--- src/rtl/fifo_write_arbiter.sv ---
// Round-robin arbiter sharing one FIFO write port between NUM_REQ producers.
// Each grant carries up to MAX_BURST words and never writes while fifo_full.
module fifo_write_arbiter #(
  parameter int NUM_REQ   = 4,
  parameter int WIDTH     = 16,
  parameter int MAX_BURST = 4,
  localparam int IW = $clog2(NUM_REQ),
  localparam int CW = $clog2(MAX_BURST + 1)
) (
  input  logic                     clk,
  input  logic                     rst,
  input  logic [NUM_REQ-1:0]       req_valid,
  input  logic [NUM_REQ*WIDTH-1:0] req_data,
  output logic [NUM_REQ-1:0]       req_ready,
  output logic                     fifo_write,
  output logic [WIDTH-1:0]         fifo_data_in,
  input  logic                     fifo_full,
  output logic [IW-1:0]            grant_id,
  output logic                     busy
);

  typedef enum logic {
    IDLE,
    OWN
  } state_e;

  state_e          state_q;
  logic [IW-1:0]   owner_q;
  logic [IW-1:0]   last_q;
  logic [CW-1:0]   burst_q;

  logic [WIDTH-1:0] words [NUM_REQ];
  logic             own;
  logic             own_vld;
  logic             xfer;
  logic             win_vld;
  logic [IW-1:0]    win_idx;
  logic [IW-1:0]    cand;

  for (genvar g = 0; g < NUM_REQ; g++) begin : g_words
    assign words[g] = req_data[g*WIDTH +: WIDTH];
  end

  assign own     = (state_q == OWN);
  assign own_vld = req_valid[owner_q];
  assign xfer    = own && own_vld && !fifo_full;

  // Scan starts just after the last released owner, wrapping.
  always_comb begin
    win_vld = 1'b0;
    win_idx = '0;
    cand    = last_q;
    for (int k = 0; k < NUM_REQ; k++) begin
      cand = (cand == IW'(NUM_REQ - 1)) ? '0 : cand + IW'(1);
      if (!win_vld && req_valid[cand]) begin
        win_vld = 1'b1;
        win_idx = cand;
      end
    end
  end

  assign req_ready    = (own && !fifo_full) ?
                        (NUM_REQ'(1) << owner_q) : '0;
  assign fifo_write   = xfer;
  assign fifo_data_in = xfer ? words[owner_q] : '0;
  assign grant_id     = owner_q;
  assign busy         = own;

  always_ff @(posedge clk or posedge rst) begin
    if (rst) begin
      state_q <= IDLE;
      owner_q <= '0;
      last_q  <= IW'(NUM_REQ - 1);
      burst_q <= '0;
    end else begin
      unique case (state_q)
        IDLE: begin
          if (win_vld) begin
            owner_q <= win_idx;
            burst_q <= '0;
            state_q <= OWN;
          end
        end
        OWN: begin
          if (!own_vld) begin
            state_q <= IDLE;
            last_q  <= owner_q;
          end else if (xfer) begin
            burst_q <= burst_q + CW'(1);
            if (burst_q == CW'(MAX_BURST - 1)) begin
              state_q <= IDLE;
              last_q  <= owner_q;
            end
          end
        end
      endcase
    end
  end

endmodule

--- config.mk ---
export PLATFORM = sky130hd
export DESIGN_NAME = fifo_write_arbiter
export DESIGN_NICKNAME = d
export VERILOG_FILES = /design/src/rtl/fifo_write_arbiter.sv
export SDC_FILE = /design/constraint.sdc
export NUM_CORES = 1
export LEC_CHECK = 0
export ABC_AREA = 0
export CORE_ASPECT_RATIO = 1.75
export CORE_UTILIZATION = 35
export DETAILED_ROUTE_END_ITERATION = 12
export PLACE_DENSITY_LB_ADDON = 0.25
export SLEW_MARGIN = 15
export SYNTH_ARGS = -nofsm -noshare
export SYNTH_HDL_FRONTEND = slang
export SYNTH_SLANG_ARGS = --single-unit
--- constraint.sdc ---
create_clock -name clk -period 3.95 [get_ports clk]
set_input_delay 0.9875 -clock clk [delete_from_list [all_inputs] [get_ports clk]]
set_output_delay 0.9875 -clock clk [all_outputs]
set_load 0.01 [all_outputs]
# Word level (Yosys, flattened, before mapping)
# Index checks and enable logic that the tools add are counted.
classes:
  addsub: 5
  magnitude_cmp: 6
  eq_ne: 10
  n_shift: 1
  mux: 39
  bitwise: 2
  n_reduce_logical: 13
ops:
  columns: ["cell", "n"]
  rows:
  - ["16-bit 2-to-1 mux", 3]
  - ["16-bit binary-select mux with 2-bit select", 1]
  - ["2-bit 2-to-1 mux", 11]
  - ["2-bit by 3-bit < comparator with 1-bit output (second input constant)", 5]
  - ["1-bit 2-to-1 mux", 13]
  - ["1-bit binary-select mux with 2-bit select", 5]
  - ["3-bit 2-to-1 mux", 3]
  - ["2-bit by 1-bit adder with 2-bit output (second input constant)", 4]
  - ["2-bit equality test (second input constant)", 4]
  - ["2-bit by 1-bit inequality test with 1-bit output (second input constant)", 4]
  - ["1-bit logical AND", 6]
  - ["3-bit one-hot mux with 2 select lines", 1]
  - ["3-bit AND reduction", 2]
  - ["1-bit logical NOT", 4]
  - ["4-bit 2-to-1 mux", 1]
  - ["1-bit by 2-bit << shifter with 4-bit output (first input constant)", 1]
  - ["3-bit by 1-bit adder with 3-bit output (second input constant)", 1]
  - ["3-bit by 2-bit equality test with 1-bit output (second input constant)", 1]
  - ["3-bit greater-or-equal comparator (second input constant)", 1]
  - ["2-bit NOT with 3-bit output", 1]
  - ["2-bit inequality test (second input constant)", 1]
  - ["1-bit one-hot mux with 2 select lines", 1]
  - ["2-bit AND reduction", 1]
  - ["1-bit NOT", 1]
word_totals:
  regBits: 8
  in_bits: 71
  out_inout_bits: 24
  wordCells: 80

# Longest topological paths before layout
# Gate-level depths: netlist of run 1.
depth:
  depth_word: 16
  depth_mapped: 7
  mapped_depth_nobuf: 6

# Worst setup path after synthesis of run 1
# OpenSTA, ideal clock, no wires.
synth_timing:
  path_type: "input to output"
  startpoint: "in req_valid[0]"
  endpoint: "out fifo_data_in[10]"
  t_arrival_ns: 2.042
  required_ns: 2.963
  path_slack_ns: 0.921
  cell_stages: 4
  n_path_buf: 2
  path_cell_list: "clkbuf_1 mux4_2 clkbuf_1 and3_1"
synth_via:
  elab_chain_cells: 5
synth_rtl:
  columns: ["element", "line", "source"]
  rows:
  - ["start, declared", "12", "input logic [NUM_REQ-1:0] req_valid,"]
  - ["1-bit binary-select mux with 2-bit select", "45", "assign own_vld = req_valid[owner_q];"]
  - ["1-bit 2-to-1 mux (implied by the code)", "45", null]
  - ["1-bit logical AND (2 in a row)", "46", "assign xfer = own && own_vld && !fifo_full;"]
  - ["16-bit 2-to-1 mux", "65", "assign fifo_data_in = xfer ? words[owner_q] : '0;"]
  - ["end, declared", "16", "output logic [WIDTH-1:0] fifo_data_in,"]
# Every way passes these cells. The select of a mux whose other input is x is not followed.

# Worst setup path after layout of run 1
layout_timing:
  startpoint: "in req_valid[2]"
  endpoint: "out fifo_write"
layout_via:
  elab_chain_cells: 4
layout_rtl:
  columns: ["element", "line", "source"]
  rows:
  - ["1-bit binary-select mux with 2-bit select", "45", null]
  - ["1-bit 2-to-1 mux (implied by the code)", "45", null]
  - ["1-bit logical AND (2 in a row)", "46", null]
  - ["end, declared", "15", "output logic fifo_write,"]
# Every way passes these cells. The select of a mux whose other input is x is not followed.

==> flow_summary.ini, run 1 <==
[outcome]
status = complete, no violations

[layout]
fillers = 261
antenna_cells = 0
layout.nets = 278
final-seq-area_um2 = 203
area_growth_pct = 90.1
drive_above_1_share = 0.193
multi_input_area_um2 = 862
fin_util = 0.695

[clock_network]
cts_buffers = 3
htreeDepth = 1
holdBufCountCts = 0
ctsResizeCount = 0
path_clk_slew_ns = 0.04
clkLatencyLatePin_ns = 0.22
post_cts_buffers = 0
cts_buffer_depth = 2
cts_sinks = 8
cts-root-buf = clkbuf_8
cts_tree = yes

[sta]
clock-skew-final_ns = 0.000357
worst_pin_slew_ns = 0.651
finalSetupTns_ns = 0
maxClockFrequency_ghz = 0.258
fin_crit_ns = 3.87
rsz0062_at_grt = false
maxSlewViolCount = 0
fin_crit_sh = 0.980
relSlewSlack = 0.566
hold_violations = 0
setup_viol = 0

[critical_path]
crit_start = req_valid[2]
crit_family = buffers and inverters
crit_fanout = 18
crit_required_ns = 2.96
critPathLaunchType = primary input
path_common_cell = clkdlybuf4s50_1
critPathBufInv = 3
crit_type = in -> out
r2r_start = last_q[0]$_DFFE_PP1P_
crit_chain = clkdlybuf4s50_1 > mux4_2 > nand2_1 > inv_1 > clkdlybuf4s50_1
slowest_stage = mux4_2
end_kind = output port
max_stage_delay_ns = 0.68
worstPathArrival_ns = 2.88

[floorplanning]
coreArea_um2 = 3140
fp.dieH_um = 77.8
placementRows = 27
die_x_um = 45.3
initial_utilization = 0.366
io_pins = 95
fp.dieArea_um2 = 3520

[routing]
drc = 0
drt_iter0_markers = 27
wirelength_um = 4250
ant_nets = 0
wl_per_cell_um = 17.3
viasPerCell = 5.46
drt_pass1_iterations = 4
vias = 1337

[global_routing]
gr-total-overflow = 0
grt_start_max_net_pins = 22
grt_pass1_vias = 1394
antenna_found_initial = 0
grt_usage = 0.249
grt_pass1_wl_um = 6530

[synthesis]
syn_inst = 109
async_flop_share = 1.00
ys_seq_area_frac = 0.176
yosys_register_bits = 8
synth.most_common_cell = mux4_2
ys_warn_count = 0
synthTopCellsByCount = 18 x mux4_2, 17 x and3_1, 6 x dfrtp_1, 6 x nand2_1
synth_nets = 183
synth_edf_count = 0
yosysTopAreaCell = mux4_2
syn_area_um2 = 1150
synth_cell_type_count = 38
synthFlopType = dfrtp_1
syn-mean-instance-area_um2 = 10.5
synth_top_area_frac = 0.353
synth_area_leaders = mux4_2 35%, dfrtp_1 13%, and3_1 9.3%

[pwr]
pwr_density_cell_nw_per_um2 = 540
peakVddDrop_mv = 0.484
total_power_mw = 1.18
p_leak_nw = 0.884

[worst_hold_path]
min_from = burst_q[0]$_DFFE_PP0P_
hp-class = reg -> reg

[flow_run]
drv_cap = 0

[placement]
hpwl_um = 3550
port-buffer-count = 94
globalplace.congestion = 0.755
[cell families after synthesis]
logic type / count (synthesis) / share of synthesized area
compound gates: 17 / 0.111
xor+xnor: 2 / 0.0153
fa+ha+maj: 3 / 0.0327
buf+inv: 17 / 0.0730
flops: 8 / 0.176
mux: 24 / 0.408
simple gates: 38 / 0.183
[final timing paths]
path                                                end  slack, ns  depth (start not counted)
worst min-delay path             burst_q[0]$_DFFE_PP0P_       0.50                          1
worst min register to register   burst_q[0]$_DFFE_PP0P_       0.50                          1
min in group asynchronous        burst_q[1]$_DFFE_PP0P_       1.01                          2
worst max register to register  grant_id[1]$_DFFE_PP0P_       1.80                          5
max in group asynchronous         last_q[0]$_DFFE_PP1P_       2.66                          2
worst max-delay path                         fifo_write       0.08                          5
[stage by stage]
stage	area, µm²	hold WS [ns]	worst slack (ns)	std cells
floorplan	1150	0.466	0.921	109
global placement	2140	0.483	0.172	242
detailed placement	2140	0.496	0.116	242
CTS	2180	0.503	0.104	245
global route	2180	0.537	0.0349	245
finish	2180	0.503	0.0786	245
[where the power goes]
part	internal (mW)	leakage, nW	total (mW)	switching (mW)
logic	0.525	0.767	0.888	0.364
registers	0.126	0.0956	0.195	0.0686
clock network	0.0658	0.0216	0.0959	0.0301
[registers in the layout, summed over array words and instances, names as in the netlist]
name	count
last_q	2
busy	1
grant_id	2
burst_q	3
[layer usage]
| metal | up-vias | wire length, µm | part of all wire | global-route usage |
|---|---|---|---|---|
| li1 | 616 | - | - | - |
| met1 | 636 | 1460 | 0.34 | 0.259 |
| met2 | 73 | 2260 | 0.53 | 0.443 |
| met3 | 12 | 382 | 0.090 | 0.0558 |
| met4 | 0 | 156 | 0.037 | 0.118 |
| met5 | - | 0 | 0 | 0 |
[final cells by class]
type                            instances  area share
Clock buffer                            3      0.0189
Inverter                                4     0.00688
Multi-Input combinational cell         84       0.395
Sequential cell                         8      0.0928
Tap cell                               43      0.0246
Timing Repair Buffer                  103       0.462
[cells in the final DEF, fill, tap and decap left out, types with 2 or more instances in the layout]
cell,synthesis,final
buf_4,2,9
a21oi_1,3,3
clkbuf_8,0,3
ha_1,3,3
inv_1,4,4
nor4_1,2,2
mux2_2,3,3
dfstp_2,2,2
clkdlybuf4s50_1,0,94
o21ai_0,3,3
nand2_1,6,6
nand3_1,3,3
mux4_2,18,18
and3_1,17,17
nor2_1,5,5
mux2i_1,3,3
dfrtp_1,6,6
No activity file was read; power rests on OpenSTA's default activity.
==> run 2: changes to the inputs <==
--- a/config.mk
+++ b/config.mk
@@ -6,8 +6,11 @@
 export NUM_CORES = 1
 export LEC_CHECK = 0
 export ABC_AREA = 0
+export CELL_PAD_IN_SITES_DETAIL_PLACEMENT = 1
+export CELL_PAD_IN_SITES_GLOBAL_PLACEMENT = 1
 export CORE_ASPECT_RATIO = 1.75
-export CORE_UTILIZATION = 35
+export CORE_UTILIZATION = 24
+export CTS_CLUSTER_SIZE = 28
 export DETAILED_ROUTE_END_ITERATION = 12
 export PLACE_DENSITY_LB_ADDON = 0.25
 export SLEW_MARGIN = 15
==> run 2 against run 1 <==
First-iteration DRC count is 56% lower. Worst setup slack better by 0.075 ns. Clock-buffer cell count is 1 higher. Sequential share of layout area is 0.084 points lower. Largest cell class unchanged. Highest routed layer unchanged. Critical path type unchanged. Maximum frequency is 2.0% higher. Largest power group unchanged.
==> flow_summary.ini, run 2 (synthesis results as in run 1) <==
[sta]
finalSetupTns_ns = 0
fin_crit_sh = 0.961
rsz0062_at_grt = false
maxSlewViolCount = 0
maxClockFrequency_ghz = 0.263
clock-skew-final_ns = 0.00347
fin_crit_ns = 3.80
hold_violations = 0
setup_viol = 0
relSlewSlack = 0.701
worst_pin_slew_ns = 0.438
fin_ws_ns = 0.153
fin_hold_ws_ns = 0.507

[layout]
layout.nets = 277
top_register = burst_q
area_growth_pct = 91.8
final_cell_mix = 94 x clkdlybuf4s50_1, 18 x mux4_2, 17 x and3_1
largest_reg_flops = 3
stdcell_area_um2 = 2200
antenna_cells = 0
fillers = 531
drive_above_1_share = 0.188
final_common_cell = clkdlybuf4s50_1

[clock_network]
cts_buffer_depth = 2
post_cts_buffers = 0
cts_buffers = 3
holdBufCountCts = 0
htreeDepth = 1
ctsResizeCount = 0
cts-root-buf = clkbuf_8
path_clk_slew_ns = 0.04
cts_sinks = 8
cts_tree = yes
clkLatencyLatePin_ns = 0.23

[worst_hold_path]
hp-class = reg -> reg

[outcome]
status = complete, no violations

[pwr]
p_leak_nw = 0.886
pwr_density_cell_nw_per_um2 = 554
peakVddDrop_mv = 0.321

[placement]
globalplace.congestion = 0.799
place_area_um2 = 2160
port-buffer-count = 94
pre_cts_ws_ns = 0.149
hpwl_um = 4150

[global_routing]
gr-total-overflow = 0
antenna_found_initial = 0
grt_pass1_wl_um = 7120
grt_usage = 0.194
grt_start_max_net_pins = 22
grt_pass1_vias = 1465

[critical_path]
worstPathArrival_ns = 2.81
crit_path_end = fifo_data_in[4]
max_stage_delay_ns = 0.56
r2r_start = last_q[0]$_DFFE_PP1P_
end_kind = output port
slowest_stage = mux4_2
path_common_cell = clkdlybuf4s50_1
crit_start = req_valid[2]
crit_required_ns = 2.96
crit_type = in -> out
rr_worst_depth = 5
regToRegSetupSlack_ns = 1.72
critPathLaunchType = primary input
crit_fanout = 16
crit_chain = clkdlybuf4s50_1 > mux4_2 > buf_12 > and3_1 > clkdlybuf4s50_1
rr_endpoint = grant_id[1]$_DFFE_PP0P_

[floorplanning]
die_x_um = 54.3
coreArea_um2 = 4620
fp.dieH_um = 93.5
fp.dieArea_um2 = 5080
io_pins = 95
placementRows = 33
initial_utilization = 0.248

[routing]
vias = 1341
drt_pass1_iterations = 4
ant_nets = 0
drt_iter0_markers = 12
wirelength_um = 4830
viasPerCell = 5.28
drc = 0
wl_per_cell_um = 19.0

[flow_run]
drv_cap = 0
## run 2: area by class of cell
| cell class | instances | area [µm²] | share of cell area |
|---|---|---|---|
| Clock buffer | 4 | 45.0 | 0.0204 |
| Inverter | 4 | 15.0 | 0.00681 |
| Multi-Input combinational cell | 84 | 862 | 0.391 |
| Sequential cell | 8 | 203 | 0.0920 |
| Tap cell | 52 | 65.1 | 0.0295 |
| Timing Repair Buffer | 102 | 1010 | 0.460 |
## run 2: power by group
group | switching (mW) | leakage, nW | internal [mW]
clock | 0.0350 | 0.0228 | 0.0702
sequential | 0.0580 | 0.0956 | 0.126
combinational | 0.394 | 0.767 | 0.539
total | 0.487 | 0.886 | 0.735
## run 2: worst min path at each step
stage,from,end,slack (ns),depth (start not counted)
final,burst_q[0]$_DFFE_PP0P_,burst_q[0]$_DFFE_PP0P_,0.51,1
after global routing,burst_q[0]$_DFFE_PP0P_,burst_q[0]$_DFFE_PP0P_,0.54,1
after CTS,burst_q[0]$_DFFE_PP0P_,burst_q[0]$_DFFE_PP0P_,0.51,1
after detailed placement,burst_q[0]$_DFFE_PP0P_,burst_q[0]$_DFFE_PP0P_,0.50,1
after global placement,burst_q[2]$_DFFE_PP0P_,burst_q[2]$_DFFE_PP0P_,0.48,2
after floorplan,burst_q[0]$_DFFE_PP0P_,burst_q[0]$_DFFE_PP0P_,0.47,1
## run 2: layer usage
layer,wire length [µm],GRT usage,vias to the layer above
li1,-,-,612
met1,1470,0.170,641
met2,2560,0.374,79
met3,689,0.0618,9
met4,103,0.0748,0
met5,0,0,-
## run 2: per-stage QoR
step | power [mW] | utilization | std cells
after floorplan | 0.793 | - | 109
after global placement | 1.09 | 0.467 | 250
after detailed placement | 1.13 | 0.467 | 250
after CTS | 1.24 | 0.476 | 254
after global routing | 1.32 | 0.476 | 254
final | 1.22 | 0.476 | 254
## run 2: critical path: cells and delay by family
kind / cells / cell delay (ns)
mux: 1 / 0.56
simple gates: 1 / 0.14
buf+inv: 3 / 1.11
==> RTL edit 1, RTL diff (flow settings as in run 2) <==
Set the parameter `WIDTH` to 14 (it was 16).
--- a/src/rtl/fifo_write_arbiter.sv
+++ b/src/rtl/fifo_write_arbiter.sv
@@ -2,7 +2,7 @@
 // Each grant carries up to MAX_BURST words and never writes while fifo_full.
 module fifo_write_arbiter #(
   parameter int NUM_REQ   = 4,
-  parameter int WIDTH     = 16,
+  parameter int WIDTH     = 14,
   parameter int MAX_BURST = 4,
   localparam int IW = $clog2(NUM_REQ),
   localparam int CW = $clog2(MAX_BURST + 1)
Ports: changed (resized fifo_data_in and req_data); port bits go from 95 to 85. No check against the original RTL was run, so the function may have changed too.
==> RTL edit 1 against run 2 <==
- critical path depth stayed put
- area after synthesis fell by 0.54%
- sequential cell count did not move
- routed wire length fell by 9.5%
- register-to-register slack lost 350 ps
- total power increased by 3.0%
- fmax grew 0.59%
- design area shrank 5.4%
- critical endpoint is now fifo_data_in[0]
- sequential power grew 11%
- setup slack better by 22 ps
==> RTL edit 1: results (changes against run 2) <==
sum of net half-perimeters after detailed placement 3.73 mm (-10%); number of buffers added on ports 84 (-11%); crit-path max FO 14 (-2); xor/xnor share of the synthesized area 0.767% (-0.76 points); Post-Synth Adder-Cell Area 3.29% (+0.018 points); WHS Endpoint burst_q[2]$_DFFE_PP0P_; final wirelength 4.37 mm (-9.5%); top cells by count, synth mux4_2, and3_1, inv_1; Synth Area in Compound Gates 15.1% (+4.0 points); clk_skew 8.43 ps (+4.96 ps); Hold Worst Slack 528 ps (+21.1 ps); Cells after Synth 108 (-0.92%); status finished clean; WL/cell 18.0 um (-5.4%); crit path from req_valid[1]; CP arrival 2790 ps (-20 ps); number of global-route vias before repair 1351 (-7.8%); worst r2r dst grant_id[0]$_DFFE_PP0P_; crit path to fifo_data_in[0]; Area contributors post-synth mux4_2, dfrtp_1, and3_1, dfstp_2, inv_1; Leakage 0.826 nW (-6.7%); first-pass GRT wire length 6.48 mm (-9.0%); DP Worst Slack 166 ps (+17.0 ps); Placed Area 0.00204 mm2 (-5.3%); Synth cell types 41 (+7.9%); routability cong. 0.762 (-4.6%)
==> RTL edit 1: per-layer routing <==
| layer | vias up | GRT usage [%] | share of wire, % |
|---|---|---|---|
| met5 | - | 0 | 0 |
| met4 | 0 | 10.3 | 3.6 |
| met3 | 11 | 5.37 | 13 |
| met2 | 73 | 32.6 | 53 |
| met1 | 604 | 16.3 | 30 |
| li1 | 595 | - | - |
==> RTL edit 1: cell type report <==
cell class	instances	area, um2
fill	537	2400
timing repair buffer	89	878
multi-input combinational	81	857
sequential	8	203
tap	51	63.8
clock buffer	3	41.3
inverter	11	41.3
==> RTL edit 1: report_power, final <==
group	total, mW	switching (mW)	internal, mW	leakage [nW]
clock network	0.0983	0.0323	0.0660	0.0216
registers	0.204	0.0810	0.123	0.0965
logic	0.955	0.430	0.525	0.708
total	1.26	0.543	0.714	0.826
==> RTL edit 1: tightest hold or removal path, delay by kind of cell, from the launching register on <==
kind / cells / cell delay [ps]
and+or+nand+nor: 1 / 60
AOI/OAI and AO/OA: 1 / 60
DFF: 1 / 370
==> RTL edit 2, RTL diff (flow settings as in run 2) <==
Made on the original files. Reset style: synchronous (`rst`), changed in one clocked block.
--- a/src/rtl/fifo_write_arbiter.sv
+++ b/src/rtl/fifo_write_arbiter.sv
@@ -66,7 +66,7 @@
   assign grant_id     = owner_q;
   assign busy         = own;
 
-  always_ff @(posedge clk or posedge rst) begin
+  always_ff @(posedge clk) begin
     if (rst) begin
       state_q <= IDLE;
       owner_q <= '0;
Check against the original RTL: differs if rst is asserted again (counterexample within 4 cycles, from zero or initial values and one cycle with rst high); with rst held inactive, the same outputs for 10 cycles.
==> RTL edit 2 against run 2 <==
- synthesized cell count up 12%
- hold slack worse by 3.5 ps
- global-route usage up 1.0 points
- routed wire length up 6.9%
- final cell count up 5.9%
- area after synthesis up 1.7%
- design area up 1.1%
- utilization up 0.088 points
- sequential cell count unchanged
- setup slack worse by 1.3 ps
- critical path type unchanged
Power is not compared: it rests on default switching activity, and its combinational part moved more than twofold at a synthesized area within 25%.
==> RTL edit 2: results (changes against run 2) <==
status finished clean; crit path from req_valid[3]; worst-margin pin slew 601 ps (+163 ps); yosys warns 0 (unchanged); Synth Area in Compound Gates 14.3% (+3.2 points); number of global-route vias before repair 1522 (+3.9%); routability cong. 0.767 (-3.9%); top cells by count, synth mux4_2, and3_1, nor2_1; xor/xnor share of the synthesized area 0% (-1.5 points); Register Area 160 um2 (-21%); Signal buf overhead 45.6% (-0.38 points); crit path to fifo_data_in[3]; number of DRC markers in iteration 0 17 (+5); first-pass GRT wire length 7.60 mm (+6.7%); flop2flop setup slack 1670 ps (-50 ps); area of the multi-input gates 922 um2 (+7.0%); # fillers 523 (-1.5%); Non-clk bufs 104 (+2.0%); Top FF cell, synth dfxtp_1; Non-Filler Instances 269 (+5.9%); final wirelength 5.16 mm (+6.9%); Syn Nets 196 (+7.1%); clk_skew 0.214 ps (-3.26 ps); Total Nets Final 293 (+5.8%); Clock-cell share 1.85% (-0.19 points); fraction of layout cells with a size suffix above 1 15.2% (-3.6 points); post-synthesis mux area share 39.5% (-1.3 points); inverters 6 (+2); Seq/Total Area, Yosys 13.7% (-3.9 points); via count 1437 (+7.2%); routed wl met2 2.70 mm (+5.3%); Post-Synth Adder-Cell Area 3.21% (-0.056 points); Placed Area 0.00219 mm2 (+1.3%); Post-synth ARST share 0% (-100 points); Cells after Synth 122 (+12%); multi-input combinational area share 41.4% (+2.3 points); Synth cell types 33 (-13%); largest reg by FF count burst_q; crit-path max FO 18 (+2); Post-Route M1 WL 1.79 mm (+21%); total track usage 20.4% (+1.0 points); Area contributors post-synth mux4_2, dfxtp_1, and3_1, nor2_1, ha_1
==> RTL edit 2: kinds of logic after synthesis <==
family,Yosys count
adder cells (fa/ha/maj),3
flip-flops,8
AO/OA/AOI/OAI,23
multiplexers,22
buffers and inverters,18
AND/OR/NAND/NOR,48
==> RTL edit 2: critical path, stage by stage <==
cell	delay (ps)
clkdlybuf4s50_1	440
mux4_2	660
and3_1	220
clkdlybuf4s50_1	490
==> RTL edit 2: per-stage QoR <==
| step | worst slack [ps] | power (mW) | util (%) |
|---|---|---|---|
| 2_1_floorplan | 976 | 0.356 | - |
| 3_3_place_gp | 194 | 0.513 | 46.8 |
| 3_5_place_dp | 160 | 0.529 | 46.8 |
| 4_1_cts | 155 | 0.630 | 47.7 |
| 5_1_grt | 85.0 | 0.664 | 47.7 |
| 6_report | 152 | 0.624 | 47.7 |
==> RTL edit 2: routing by layer <==
metal  global-route usage, %  vias up
li1                        -      670
met1                    19.7      681
met2                    39.4       78
met3                    5.34        8
met4                    5.34        0
met5                       0        -
==> RTL edit 2: how the worst min path moves through the flow <==
stage / start / end / slack, ps / cells after the start
floorplan: burst_q[1]$_SDFFE_PP0P_ / burst_q[1]$_SDFFE_PP0P_ / 450 / 2
global placement: burst_q[1]$_SDFFE_PP0P_ / burst_q[1]$_SDFFE_PP0P_ / 460 / 2
detailed placement: burst_q[1]$_SDFFE_PP0P_ / burst_q[1]$_SDFFE_PP0P_ / 490 / 2
CTS: burst_q[1]$_SDFFE_PP0P_ / burst_q[1]$_SDFFE_PP0P_ / 500 / 2
global route: burst_q[1]$_SDFFE_PP0P_ / burst_q[1]$_SDFFE_PP0P_ / 550 / 2
finish: burst_q[1]$_SDFFE_PP0P_ / burst_q[1]$_SDFFE_PP0P_ / 500 / 2
